<file path="src/rtl/db15_serial_reader.sv">
// Scans two DB15 pads through a 74HC165-style PISO chain and presents
// two active-high joystick words, refreshed once per scan period.
module db15_serial_reader #(
   parameter int HALF        = 25,
   parameter int NBITS       = 24,
   parameter int SCAN_CYCLES = 50000
) (
   input  logic        clk,
   input  logic        reset,
   output logic        joy_clk,
   output logic        joy_load,
   input  logic        joy_data,
   output logic [15:0] joystick1,
   output logic [15:0] joystick2,
   output logic        present,
   output logic        scan_done
);

   localparam int HW = (HALF > 1) ? $clog2(HALF) : 1;
   localparam int PW = (SCAN_CYCLES > 1) ? $clog2(SCAN_CYCLES) : 1;
   localparam int KW = $clog2(NBITS);
   localparam int NH = NBITS / 2;

   typedef enum logic [2:0] {
      S_IDLE, S_LOAD, S_SETTLE, S_LOW, S_HIGH, S_UPDATE
   } state_t;

   state_t           state;
   logic [PW-1:0]    per_cnt;
   logic [HW-1:0]    hcnt;
   logic [KW-1:0]    k;
   logic [NBITS-1:0] acc;
   logic             req_q;
   logic             period_hit;
   logic             start;
   logic             last;
   logic [15:0]      j1_nxt;
   logic [15:0]      j2_nxt;
   logic             pres_nxt;

   assign period_hit = (per_cnt == PW'(SCAN_CYCLES - 1));
   assign start      = req_q | period_hit;
   assign last       = (hcnt == '0);

   // A chain that reads all zeros means the pull-down won: no pad attached.
   always_comb begin
      j1_nxt   = '0;
      j2_nxt   = '0;
      pres_nxt = (acc != '0);
      for (int i = 0; i < NH; i++) begin
         j1_nxt[i] = ~acc[i];
         j2_nxt[i] = ~acc[i+NH];
      end
      if (!pres_nxt) begin
         j1_nxt = '0;
         j2_nxt = '0;
      end
   end

   always_ff @(posedge clk) begin
      if (reset) begin
         state     <= S_IDLE;
         per_cnt   <= '0;
         hcnt      <= '0;
         k         <= '0;
         acc       <= '0;
         req_q     <= 1'b0;
         joy_clk   <= 1'b0;
         joy_load  <= 1'b1;
         joystick1 <= '0;
         joystick2 <= '0;
         present   <= 1'b0;
         scan_done <= 1'b0;
      end else begin
         scan_done <= 1'b0;
         per_cnt   <= period_hit ? '0 : per_cnt + 1'b1;
         hcnt      <= hcnt - 1'b1;
         if (period_hit)
            req_q <= 1'b1;
         case (state)
            S_IDLE: begin
               if (start) begin
                  // A fresh hit coinciding with a consumed pending request stays queued.
                  req_q    <= req_q & period_hit;
                  state    <= S_LOAD;
                  joy_load <= 1'b0;
                  hcnt     <= HW'(HALF - 1);
               end
            end
            S_LOAD: begin
               if (last) begin
                  state    <= S_SETTLE;
                  joy_load <= 1'b1;
                  hcnt     <= HW'(HALF - 1);
               end
            end
            S_SETTLE: begin
               if (last) begin
                  state <= S_LOW;
                  k     <= '0;
                  hcnt  <= HW'(HALF - 1);
               end
            end
            S_LOW: begin
               if (last) begin
                  acc[k]  <= joy_data;
                  state   <= S_HIGH;
                  joy_clk <= 1'b1;
                  hcnt    <= HW'(HALF - 1);
               end
            end
            S_HIGH: begin
               if (last) begin
                  joy_clk <= 1'b0;
                  hcnt    <= HW'(HALF - 1);
                  if (k == KW'(NBITS - 1)) begin
                     state <= S_UPDATE;
                  end else begin
                     k     <= k + 1'b1;
                     state <= S_LOW;
                  end
               end
            end
            S_UPDATE: begin
               joystick1 <= j1_nxt;
               joystick2 <= j2_nxt;
               present   <= pres_nxt;
               scan_done <= 1'b1;
               // An overrun scan chains straight into the next one.
               if (start) begin
                  req_q    <= req_q & period_hit;
                  state    <= S_LOAD;
                  joy_load <= 1'b0;
                  hcnt     <= HW'(HALF - 1);
               end else begin
                  state <= S_IDLE;
               end
            end
            default: state <= S_IDLE;
         endcase
      end
   end

endmodule

</file>
<file path="config.mk">
export PLATFORM = sky130hd
export DESIGN_NAME = db15_serial_reader
export DESIGN_NICKNAME = d
export VERILOG_FILES = /design/src/rtl/db15_serial_reader.sv
export SDC_FILE = /design/constraint.sdc
export NUM_CORES = 1
export LEC_CHECK = 0
export BUFFER_PORTS_ARGS = -buffer_cell sky130_fd_sc_hd__buf_2
export CORE_AREA = 2 2 81 99
export CTS_BUF_LIST = sky130_fd_sc_hd__clkbuf_4
export DETAILED_ROUTE_END_ITERATION = 10
export DIE_AREA = 0 0 83 101
export PLACE_DENSITY_LB_ADDON = 0.15
export REMOVE_ABC_BUFFERS = 1
export SYNTH_ARGS = -nofsm -noshare
export SYNTH_HDL_FRONTEND = slang
export SYNTH_SLANG_ARGS = --single-unit
</file>
<file path="constraint.sdc">
create_clock -name clk -period 5.9 [get_ports clk]
set_input_delay 0.295 -clock clk [delete_from_list [all_inputs] [get_ports clk]]
set_output_delay 0.295 -clock clk [all_outputs]
set_load 0.005 [all_outputs]
</file>
==> results.cfg <==
[layout]
final_common_cell = dfxtp_1
seqCellArea_um2 = 1640
final_cell_mix = dfxtp_1 (82), nor2_1 (68), a21oi_1 (42), nor4_1 (37), nand2_1 (36)
final_cells = 576
fill_cells = 741
area_growth_pct = 6.60
design_area_um2 = 4100
layout.nets = 488
fin_util_pct = 54.8
antennaDiodeCount = 0
multiInputGateArea_um2 = 2000
drive_gt1_share_pct = 12.0

[drt]
first_pass_iters = 4
dr_wl_met3_um = 293
viasPerCell = 5.54
route.detailed.drc = 0
drtIter0Drc = 263
num_vias = 3189
postRouteAntennaNets = 0
dr.max_layer_used = met4
wl_per_cell_um = 13.3
wirelength_met1_um = 3830
wirelength_um = 7650
met2_length_um = 3390

[clock_network]
cts.sink_count = 82
cts_setup_buffers = 0
cts_tree = yes
htree_levels = 3
postCtsHoldBufs = 0
cts_buffer_depth = 2
postCtsResizedCells = 0
path_clk_slew_ns = 0.13
clk_latency_ns = 0.42
numCtsBuffers = 9
root_buffer = clkbuf_4

[power_and_ir_drop]
power.leakage_uw = 0.00149
ir_worst_vdd_mv = 0.133
power_density_nw_per_um2 = 232

[logic_synthesis]
synth.distinct_cells = 44
yosys.area_share.simple_pct = 25.9
synthXorXnorAreaFrac_pct = 3.19
netlist_instances = 466
synth_top_family_by_area = simple AND/OR/NAND/NOR gates
synthMuxAreaShare_pct = 6.25
syn_area_per_cell_um2 = 8.25
ys_ff_latch = 82
ys_seq_area_share_pct = 42.7
synth_compound_gate_area_share_pct = 13.6
synthAdderAreaFrac_pct = 2.21
yosys_warnings = 0
syn_area_um2 = 3850

[global_route]
gr-usage-all-layers_pct = 18.9
grt-ovfl-total = 0
grt_first_pass_wirelength_um = 13300
antenna_found_initial = 0
grt_max_degree = 63
grt_pass1_vias = 2778

[timing]
slew_viol_final = 0
final_hold_viol_count = 0
rsz0062_at_grt = false
fin_crit_sh_pct = 48.6
worstMarginPinSlew_ns = 1.02
fin_tns_setup_ns = 0
fin_crit_ns = 2.87
hold_slack_ns = 0.360
clock_skew_ns = 0.0166
relSlewSlack_pct = 31.6
fmax_mhz = 349
finalSetupViolCount = 0

[worst_setup_path]
crit_required_ns = 6.22
crit_arrival_ns = 3.19
critPathMaxFanout = 30
endpoint_kind = flip-flop
path_class = reg2reg
start_kind = flip-flop

[floorplan]
die_area_um2 = 8380
coreArea_um2 = 7490
initial_core_util_pct = 51.4
die_w_um = 83
ios = 39
core.rowCount = 35
die_h_um = 101

[status]
outcome = completed

[hold_path]
hp-class = in2reg

[placement]
io_buffers = 30
placed_area_um2 = 3960
dp.cells = 560
dp_hpwl_um = 5020
gp_congestion = 0.815

[run]
drv_cap = 0
-- cell usage after synthesis (all sizes together) --
library cell	n	share of area, %
dfxtp	82	43
nor2	68	6.6
a21oi	42	5.5
nor4	37	6.0
nand2	36	3.5
o21ai	34	4.7
mux2i	24	6.2
clkbuf	23	2.5
buf	14	2.4
nand3	14	2.0
inv	12	1.2
nor3	11	1.7
xnor2	9	2.0
ha	6	2.0
or4	6	1.4
nand4	5	0.81
xor2	5	1.1
a21o	4	0.78
o31ai	4	0.78
or3	4	0.65
nand3b	3	0.59
o31a	3	0.68
or3b	3	0.68
a211oi	2	0.39
a31oi	2	0.33
nand2b	2	0.33
nor2b	2	0.33
or4b	2	0.52
a211o	1	0.23
a21boi	1	0.20
conb	1	0.097
maj3	1	0.26
nand4b	1	0.23
nor4b	1	0.39
or2	1	0.16
-- registers in the layout, summed over array words and instances (netlist names) --
register,flops
joystick2,12
per_cnt,16
hcnt,5
joy_load,1
scan_done,1
present,1
joy_clk,1
state,3
req_q,1
acc,24
joystick1,12
k,5
-- cell type report --
| cell class | count | share of cell area, % |
|---|---|---|
| Multi-Input combinational cell | 342 | 48.7 |
| Timing Repair Buffer | 32 | 4.03 |
| Clock buffer | 11 | 2.01 |
| Tap cell | 92 | 2.81 |
| Clock inverter | 5 | 1.34 |
| Sequential cell | 82 | 40.0 |
| Inverter | 12 | 1.10 |
-- path summary, 6_finish.rpt --
kind / from / endpoint / slack (ns) / cells after the start
max: hcnt[0]$_SDFF_PP0_ / hcnt[3]$_SDFF_PP0_ / 3.03 / 6
min: joy_data / acc[19]$_SDFFE_PP0P_ / 0.36 / 3
max reg2reg: hcnt[0]$_SDFF_PP0_ / hcnt[3]$_SDFF_PP0_ / 3.03 / 6
min reg2reg: joystick2[10]$_SDFFE_PP0P_ / joystick2[10]$_SDFFE_PP0P_ / 0.45 / 2
-- layer usage --
| metal | global-route usage [%] | vias up |
|---|---|---|
| met5 | 0 | - |
| met4 | 6.68 | 0 |
| met3 | 4.59 | 13 |
| met2 | 27.9 | 61 |
| met1 | 27.0 | 1452 |
| li1 | - | 1663 |
-- stage by stage --
step | setup WS, ns | total power (µW)
6_report | 3.03 | 953
5_1_grt | 2.84 | 996
4_1_cts | 3.04 | 966
3_5_place_dp | 3.08 | 641
3_3_place_gp | 3.19 | 639
2_1_floorplan | 3.39 | 620
-- logic make-up after synthesis --
logic type | after synthesis
flops | 82
fa+ha+maj | 7
compound gates | 93
other cells | 1
mux | 24
buf+inv | 49
xor+xnor | 14
simple gates | 196
-- worst max-delay path: stages, from the launching register on --
cell	delay, ns
dfxtp_1	0.38
inv_1	0.05
ha_1	0.23
or4b_1	0.80
nor3_1	0.20
or4b_2	0.78
o31a_1	0.33
-- power breakdown --
part	switching, µW	total (µW)	internal [µW]
clock network	186	324	138
registers	7.68	569	561
logic	44.7	60.3	15.6
total	239	953	714
No activity file was read; power rests on OpenSTA's default activity.
